<file path="src/rtl/btn_debounce_pkg.sv">
// ============================================================================
// btn_debounce_pkg : state encoding and timing helpers for btn_debounce_pulser
// Revision 1.0 - initial release
// ============================================================================
`default_nettype none

package btn_debounce_pkg;

  localparam logic [2:0] INI  = 3'b000;
  localparam logic [2:0] WQ   = 3'b001;
  localparam logic [2:0] SCEN = 3'b010;
  localparam logic [2:0] WH   = 3'b011;
  localparam logic [2:0] MCEN = 3'b100;
  localparam logic [2:0] WFCR = 3'b101;

  typedef enum logic [2:0] {
    ST_INI  = INI,
    ST_WQ   = WQ,
    ST_SCEN = SCEN,
    ST_WH   = WH,
    ST_MCEN = MCEN,
    ST_WFCR = WFCR
  } state_e;

  // Debounce window in clocks
  function automatic int unsigned t_db(input int unsigned n_dc);
    return 32'd1 << (n_dc - 32'd2);
  endfunction

  // Auto-repeat period in clocks
  function automatic int unsigned t_rp(input int unsigned n_dc);
    return 32'd1 << (n_dc - 32'd1);
  endfunction

endpackage

`default_nettype wire

</file>
<file path="src/rtl/btn_sync2.sv">
// ============================================================================
// btn_sync2 : two-flop synchronizer with asynchronous active-high reset
// Revision 1.0 - initial release
// ============================================================================
`default_nettype none

module btn_sync2 (
  input  logic board_clk,
  input  logic Reset,
  input  logic d_i,
  output logic q_o
);

  logic [1:0] sync_q;

  always_ff @(posedge board_clk or posedge Reset) begin
    if (Reset) sync_q <= 2'b00;
    else       sync_q <= {sync_q[0], d_i};
  end

  assign q_o = sync_q[1];

endmodule

`default_nettype wire

</file>
<file path="src/rtl/btn_debounce_pulser.sv">
// ============================================================================
// btn_debounce_pulser : push-button debouncer producing DPB/SCEN/MCEN/CCEN
// Optional input synchronizer: define BTN_DEBOUNCE_SYNC_EN
// Revision 1.0 - initial release
// ============================================================================
`default_nettype none

module btn_debounce_pulser
  import btn_debounce_pkg::*;
#(
  parameter int unsigned N_DC = 25
) (
  input  logic       board_clk,
  input  logic       Reset,
  input  logic       PB,
  output logic       DPB,
  output logic       SCEN,
  output logic       MCEN,
  output logic       CCEN,
  output logic [2:0] state
);

  localparam logic [N_DC-1:0] DB_LAST = N_DC'(t_db(N_DC) - 32'd1);
  localparam logic [N_DC-1:0] RP_LAST = N_DC'(t_rp(N_DC) - 32'd1);

  logic            pb_i;
  state_e          state_q, state_d;
  logic [N_DC-1:0] cnt_q;
  logic            cnt_run;

`ifdef BTN_DEBOUNCE_SYNC_EN
  btn_sync2 u_sync (
    .board_clk (board_clk),
    .Reset     (Reset),
    .d_i       (PB),
    .q_o       (pb_i)
  );
`else
  assign pb_i = PB;
`endif

  // Release wins over the repeat terminal count in WH
  always_comb begin
    state_d = ST_INI;
    case (state_q)
      ST_INI:  if (pb_i) state_d = ST_WQ;
               else      state_d = ST_INI;
      ST_WQ:   if (!pb_i)                state_d = ST_INI;
               else if (cnt_q == DB_LAST) state_d = ST_SCEN;
               else                       state_d = ST_WQ;
      ST_SCEN: state_d = ST_WH;
      ST_WH:   if (!pb_i)                state_d = ST_WFCR;
               else if (cnt_q == RP_LAST) state_d = ST_MCEN;
               else                       state_d = ST_WH;
      ST_MCEN: state_d = ST_WH;
      ST_WFCR: if (pb_i)                 state_d = ST_WH;
               else if (cnt_q == DB_LAST) state_d = ST_INI;
               else                       state_d = ST_WFCR;
      default: state_d = ST_INI;
    endcase
  end

  assign cnt_run = (state_q == ST_WQ) || (state_q == ST_WH) || (state_q == ST_WFCR);

  always_ff @(posedge board_clk or posedge Reset) begin
    if (Reset) begin
      state_q <= ST_INI;
      cnt_q   <= '0;
    end else begin
      state_q <= state_d;
      if (state_d != state_q || !cnt_run) cnt_q <= '0;
      else                                cnt_q <= cnt_q + N_DC'(1);
    end
  end

  always_comb begin
    DPB  = 1'b0;
    SCEN = 1'b0;
    MCEN = 1'b0;
    CCEN = 1'b0;
    case (state_q)
      ST_SCEN: begin DPB = 1'b1; SCEN = 1'b1; MCEN = 1'b1; CCEN = 1'b1; end
      ST_WH:   begin DPB = 1'b1; CCEN = 1'b1; end
      ST_MCEN: begin DPB = 1'b1; MCEN = 1'b1; CCEN = 1'b1; end
      ST_WFCR: DPB = 1'b1;
      default: ;
    endcase
  end

  assign state = state_q;

endmodule

`default_nettype wire
</file>
<file path="config.mk">
export PLATFORM = sky130hd
export DESIGN_NAME = btn_debounce_pulser
export DESIGN_NICKNAME = d
export VERILOG_FILES = /design/src/rtl/btn_debounce_pkg.sv /design/src/rtl/btn_sync2.sv /design/src/rtl/btn_debounce_pulser.sv
export SDC_FILE = /design/constraint.sdc
export NUM_CORES = 1
export LEC_CHECK = 0
export ABC_AREA = 1
export ABC_CLOCK_PERIOD_IN_PS = 1800
export CORE_ASPECT_RATIO = 1.5
export CORE_MARGIN = 2
export CORE_UTILIZATION = 31
export CTS_BUF_LIST = sky130_fd_sc_hd__clkbuf_8
export DETAILED_ROUTE_END_ITERATION = 10
export REMOVE_ABC_BUFFERS = 1
export SETUP_SLACK_MARGIN = 0.1
export SYNTH_ARGS = -nofsm -noshare
export SYNTH_HDL_FRONTEND = slang
export SYNTH_HIERARCHICAL = 1
export SYNTH_SLANG_ARGS = --single-unit
</file>
<file path="constraint.sdc">
create_clock -name board_clk -period 1.8 [get_ports board_clk]
set_input_delay 0.18 -clock board_clk [delete_from_list [all_inputs] [get_ports board_clk]]
set_output_delay 0.18 -clock board_clk [all_outputs]
set_load 0.05 [all_outputs]
</file>
Word level (Yosys, flattened, before mapping)
Cells that the tools add are included.
{"block": "totals", "reg_bits": 28, "latchBits": 0, "ram_bits": 0, "mem_bits_ro": 0, "input_bits": 3, "output_inout_bits": 7, "word_cells": 32, "n_memories": 0}
{"block": "classes", "addsub": 1, "multipliers": 0, "div_mod_pow": 0, "n_lt_le_gt_ge": 0, "eq_ne": 8, "shifts": 0, "muxes": 13, "n_bitwise": 0, "reduce_logical": 8}
{"op": "adder 25 x 1 -> 25 bit (second input constant)", "count": 1}
{"op": "equality test 25 x 23 -> 1 bit (second input constant)", "count": 1}
{"op": "equality test 25 x 24 -> 1 bit (second input constant)", "count": 1}
{"op": "2-to-1 mux 25 bit", "count": 1}
{"op": "one-hot mux 3 bit (5 select lines)", "count": 1}
{"op": "2-to-1 mux 3 bit", "count": 4}
{"op": "equality test 3 x 2 -> 1 bit (second input constant)", "count": 2}
{"op": "equality test 3 bit (second input constant)", "count": 2}
{"op": "2-to-1 mux 1 bit", "count": 5}
{"op": "2-to-1 mux 2 bit", "count": 2}
{"op": "OR reduction 4 bit", "count": 1}
{"op": "equality test 3 x 1 -> 1 bit (second input constant)", "count": 1}
{"op": "zero test 3 bit", "count": 1}
{"op": "logical OR 1 bit", "count": 3}
{"op": "inequality test 3 bit", "count": 1}
{"op": "OR reduction 3 bit", "count": 1}
{"op": "OR reduction 2 bit", "count": 1}
{"op": "zero test 1 bit", "count": 1}

Depth between registers and ports, before layout
Gate-level depths: netlist of the first run.
{"block": "depth", "depth_word": 7, "ltp_mapped": 15, "depth_no_buf": 14}

Worst setup path after synthesis of the first run
No wires, ideal clock.
{"block": "synth_timing", "path_kind": "reg-to-reg", "start": "register state_q[1] (netlist: state[1])", "end": "register cnt_q[10]", "setup_time_ns": 0.124, "t_arrival_ns": 2.746, "required_ns": 1.676, "path_slack_ns": -1.071, "stages_incl_launch_ff": 11, "n_path_buf": 1, "synth_period_minus_slack_ns": 2.871, "path_cell_list": "dfrtp_1 > inv_1 > o21ai_0 > nand2_1 > nand2_1 > inv_2 > nand3_1 > nand2_2 > nand2_4 > buf_12 > nor2_4"}
{"block": "synth_between", "elab_chain_len": 6, "word_cells_on_any_way": 14, "cone_classes": "eq/ne (6); mux (2); reduce/logical (6)"}
{"item": "from (decl)", "line_no": "btn_debounce_pulser.sv:27", "text": "state_e state_q, state_d;"}
{"item": "from (signal assigned)", "line_no": "btn_debounce_pulser.sv:70", "text": "state_q <= state_d;"}
{"item": "equality test 3 bit, or another cell as far along", "line_no": "btn_debounce_pulser.sv:45", "text": "case (state_q)"}
{"item": "OR reduction 2 bit (no line) or logical OR 1 bit (tied branches)"}
{"item": "one-hot mux 3 bit (5 select lines) or logical OR 1 bit (tied branches)", "line_no": "btn_debounce_pulser.sv:45, btn_debounce_pulser.sv:63"}
{"item": "inequality test 3 bit or zero test 1 bit (tied branches)", "line_no": "btn_debounce_pulser.sv:71", "text": "if (state_d != state_q || !cnt_run) cnt_q <= '0;"}
{"item": "logical OR 1 bit *", "line_no": "btn_debounce_pulser.sv:71"}
{"item": "2-to-1 mux 25 bit *", "line_no": "btn_debounce_pulser.sv:71"}
{"item": "to (signal assigned)", "line_no": "btn_debounce_pulser.sv:72", "text": "else cnt_q <= cnt_q + N_DC'(1);"}
{"item": "to (decl)", "line_no": "btn_debounce_pulser.sv:28", "text": "logic [N_DC-1:0] cnt_q;"}
Mark *: on every way between the ends. The rest lies on a longest branch, timed or not.

Worst setup path in the final report of the first run
{"block": "layout_timing", "start": "register cnt_q[1]", "end": "register cnt_q[22]"}
{"block": "layout_between", "elab_chain_len": 7, "word_cells_on_any_way": 13, "cone_classes": "add/sub (1); eq/ne (3); mux (8); reduce/logical (1)"}
{"item": "equality test 25 x 23 -> 1 bit or equality test 25 x 24 -> 1 bit (tied branches)", "line_no": "btn_debounce_pulser.sv:57, btn_debounce_pulser.sv:53"}
{"item": "2-to-1 mux 3 bit (on tied branches)", "line_no": "btn_debounce_pulser.sv:57, btn_debounce_pulser.sv:53"}
{"item": "2-to-1 mux 3 bit (on tied branches)", "line_no": "btn_debounce_pulser.sv:56, btn_debounce_pulser.sv:52"}
{"item": "one-hot mux 3 bit (5 select lines) *", "line_no": "btn_debounce_pulser.sv:45"}
{"item": "via state_d[2]", "line_no": "btn_debounce_pulser.sv:27"}
{"item": "inequality test 3 bit *", "line_no": "btn_debounce_pulser.sv:71"}
{"item": "logical OR 1 bit *", "line_no": "btn_debounce_pulser.sv:71"}
{"item": "2-to-1 mux 25 bit *", "line_no": "btn_debounce_pulser.sv:71"}
Mark *: on every way through the listed nets, which the timed path passes. The rest lies on a longest branch.

==> results.md, run 1 <==
- Crit-path max FO: 6
- Wire per inst: roughly 12 um
- Critical path arrival: roughly 2.1 ns
- RePlAce Congestion: ~0.83
- HPWL Detailed: slightly below 3000 um
- PwrDens: ~460 nW/um2
- Inserted Diodes: 0
- Register bit total from synthesis: 28
- Synth warn: 6
- Share of layout cells above drive strength 1: 44.7%
- Reg2reg end: cnt_q[22]$_DFF_PP0_
- Maxcap violations: 0
- Most frequent cells in the layout: buf_4, nand2_1, dfrtp_1
- RR Startpoint: cnt_q[1]$_DFF_PP0_
- CTS max path bufs: 2
- WHS: between 0.2 and 0.3 ns
- Worst R2R Path Depth: 13
- Avg Cell Area, Syn: 9.01 um2
- Slew of the pin with the lowest slew margin: 0.501 ns
- Max-slew headroom: between 60% and 70%
- Cell variety after synth: 26
- Post-Synthesis Cell Area: 1810 um2
- Fin cells: 336
- Number of global-route vias before repair: ~1500
- Die Wd: 66.4 um
- Total track usage: 12.7%
- H-tree depth: 1
- Most common cell after layout, fill and taps aside: buf_4
- # port buffers: 9
- # hold bufs at CTS: 0
- Min setup slack post-route: -0.168 ns
- Pre-antenna DRT Iters: 4
- Vias: 1492
- First-pass GRT wire length: 6500 um
- Number of antenna violations at the first check in global routing: 0
- Io pins: 10
- Post-Route WL: 3950 um
- Peak supply drop: approximately 310 uV
- Setup TNS: -3.59 ns
- Min cycle time layout: roughly 2.0 ns
- Highest Clock Rate: 508 MHz
- Leakage: approximately 0.0011 uW
- Worst min-delay path class: in -> async
- Initial DRC Count: 55
- Nets: 269
- Total clock sinks: 28
- Final critical-path share of the clock period: 109%
- CP Capture Type: flip-flop
- CTS root buf: clkbuf_8
- Largest net degree at the start of global routing: 29
- Core area: 5740 um2
- Placed Cells incl. Taps: 323
- Critical path class: reg -> reg
- Clk_lat worst skew: approximately 0.28 ns
- CP Launch Type: flip-flop
- Residual DRC count: 0
- CTS tree: built
- Failing checks: setup timing
- Req. time, crit path: a little under 2 ns
- Flop-to-flop setup slack: -0.17 ns
- Final setup vio count: 24
- Post-Syn Instances: around 200
- Utilization after layout: between 40% and 50%
- Via-per-instance ratio: 4.44
- Final hold violations: 0
- Critical Path Start: cnt_q[1]$_DFF_PP0_
- GR Overflow Total: 0
- Starting density of the core: 31.5%
- Slew Viols, Final: 0
- Die Span Y: 97.6 um
- Row count: 34
- Sequential share of the synthesized area: 38.7%
- Status: complete, but fails checks
- RSZ-0062 raised after global routing: true
- Total Die Area: 6480 um2
- Critical path endpoint: cnt_q[22]$_DFF_PP0_
- Antenna-violating nets left: 0
- Area delta synth->final: 39.9%
- CTS Buf Count: 3
- Clock skew: 0.00804 ns
- Clk pin slew, worst setup/hold paths: 0.10 ns
cells in the mapped netlist (all sizes together):
cell / count / share of area, %
nor2: 50 / 21
nand2: 46 / 12
dfrtp: 28 / 39
inv: 18 / 3.7
nand3: 13 / 4.1
xnor2: 10 / 4.8
xor2: 10 / 4.8
nand4: 7 / 2.4
nor3: 5 / 1.7
a21oi: 3 / 0.83
buf: 2 / 2.2
nor4: 2 / 0.69
o21ai: 2 / 0.76
or2: 2 / 0.69
a21boi: 1 / 0.41
ha: 1 / 0.69
nand3b: 1 / 0.41
cells by family (layout without fill, tap and decap cells):
family | after synthesis | in the layout | share of synthesized area [%]
adders and majority gates | 1 | 1 | 0.691
DFF | 28 | 28 | 38.7
buffers and inverters | 20 | 83 | 5.94
and+or+nand+nor | 126 | 126 | 43.0
AOI/OAI and AO/OA | 6 | 6 | 2.00
xor gates and xnor gates | 20 | 20 | 9.67
metal layers:
metal | GRT usage, % | vias to the layer above | part of all wire, %
li1 | - | 761 | -
met1 | 13.6 | 702 | 38
met2 | 24.7 | 22 | 58
met3 | 1.04 | 7 | 2.0
met4 | 4.55 | 0 | 2.1
met5 | 0 | - | 0
stage by stage:
step           worst slack [ns]  power, uW  cell area [um2]
6_report                 -0.168       1180             2530
3_3_place_gp            -0.0748        764             2330
5_1_grt                  -0.265       1230             2530
2_1_floorplan             -1.27        717             1770
3_5_place_dp             -0.134        765             2330
4_1_cts                  -0.138       1180             2460
critical path: stages, from the launching register on:
cell       delay (ns)
dfrtp_1          0.36
ha_2             0.19
nand2_2          0.07
nor2_4           0.11
nand2_4          0.08
nor2_8           0.15
nand2_2          0.11
nand3_2          0.11
nand2_2          0.07
o21ai_2          0.15
nor2_4           0.06
nand2_4          0.15
clkbuf_16        0.19
nor2_4           0.03
power by group:
group	total, uW	switching, uW	internal (uW)
clock	396	200	196
combinational	144	83.5	60.5
sequential	636	3.49	632
total	1180	287	889
sequential cells by signal, summed over array words and instances, names as in the netlist:
| name | flops |
|---|---|
| cnt_q | 25 |
| state | 3 |
layout make-up:
type                       instances  area [um2]
fill                             579        3210
multi-input combinational        153        1050
tap                               72        90.1
inverter                          18        67.6
timing repair buffer              61         567
clock buffer                       4        55.1
sequential                        28         701
timing repair:
action                     4_1_cts  5_1_grt
pin swaps                        1        4
cloned                           1        1
setup endpoints to repair       29       27
setup buffers                    5        2
gates resized for setup         12        7
worst min path at each step:
stage	startpoint	to	slack, ns
floorplan	Reset	cnt_q[0]$_DFF_PP0_	0.25
detailed placement	cnt_q[0]$_DFF_PP0_	cnt_q[0]$_DFF_PP0_	0.53
CTS	Reset	state[0]$_DFF_PP0_	0.28
finish	Reset	state[0]$_DFF_PP0_	0.25
global route	Reset	state[2]$_DFF_PP0_	0.33
global placement	cnt_q[0]$_DFF_PP0_	cnt_q[0]$_DFF_PP0_	0.51
No activity file was read; power rests on OpenSTA's default activity.
==> inputs of run 2 (changes only) <==
--- a/config.mk
+++ b/config.mk
@@ -6,7 +6,6 @@
 export NUM_CORES = 1
 export LEC_CHECK = 0
 export ABC_AREA = 1
-export ABC_CLOCK_PERIOD_IN_PS = 1800
 export CORE_ASPECT_RATIO = 1.5
 export CORE_MARGIN = 2
 export CORE_UTILIZATION = 31
==> results of run 2 <==
Same layout as run 1: the final DEF is identical, and so are final timing and power.
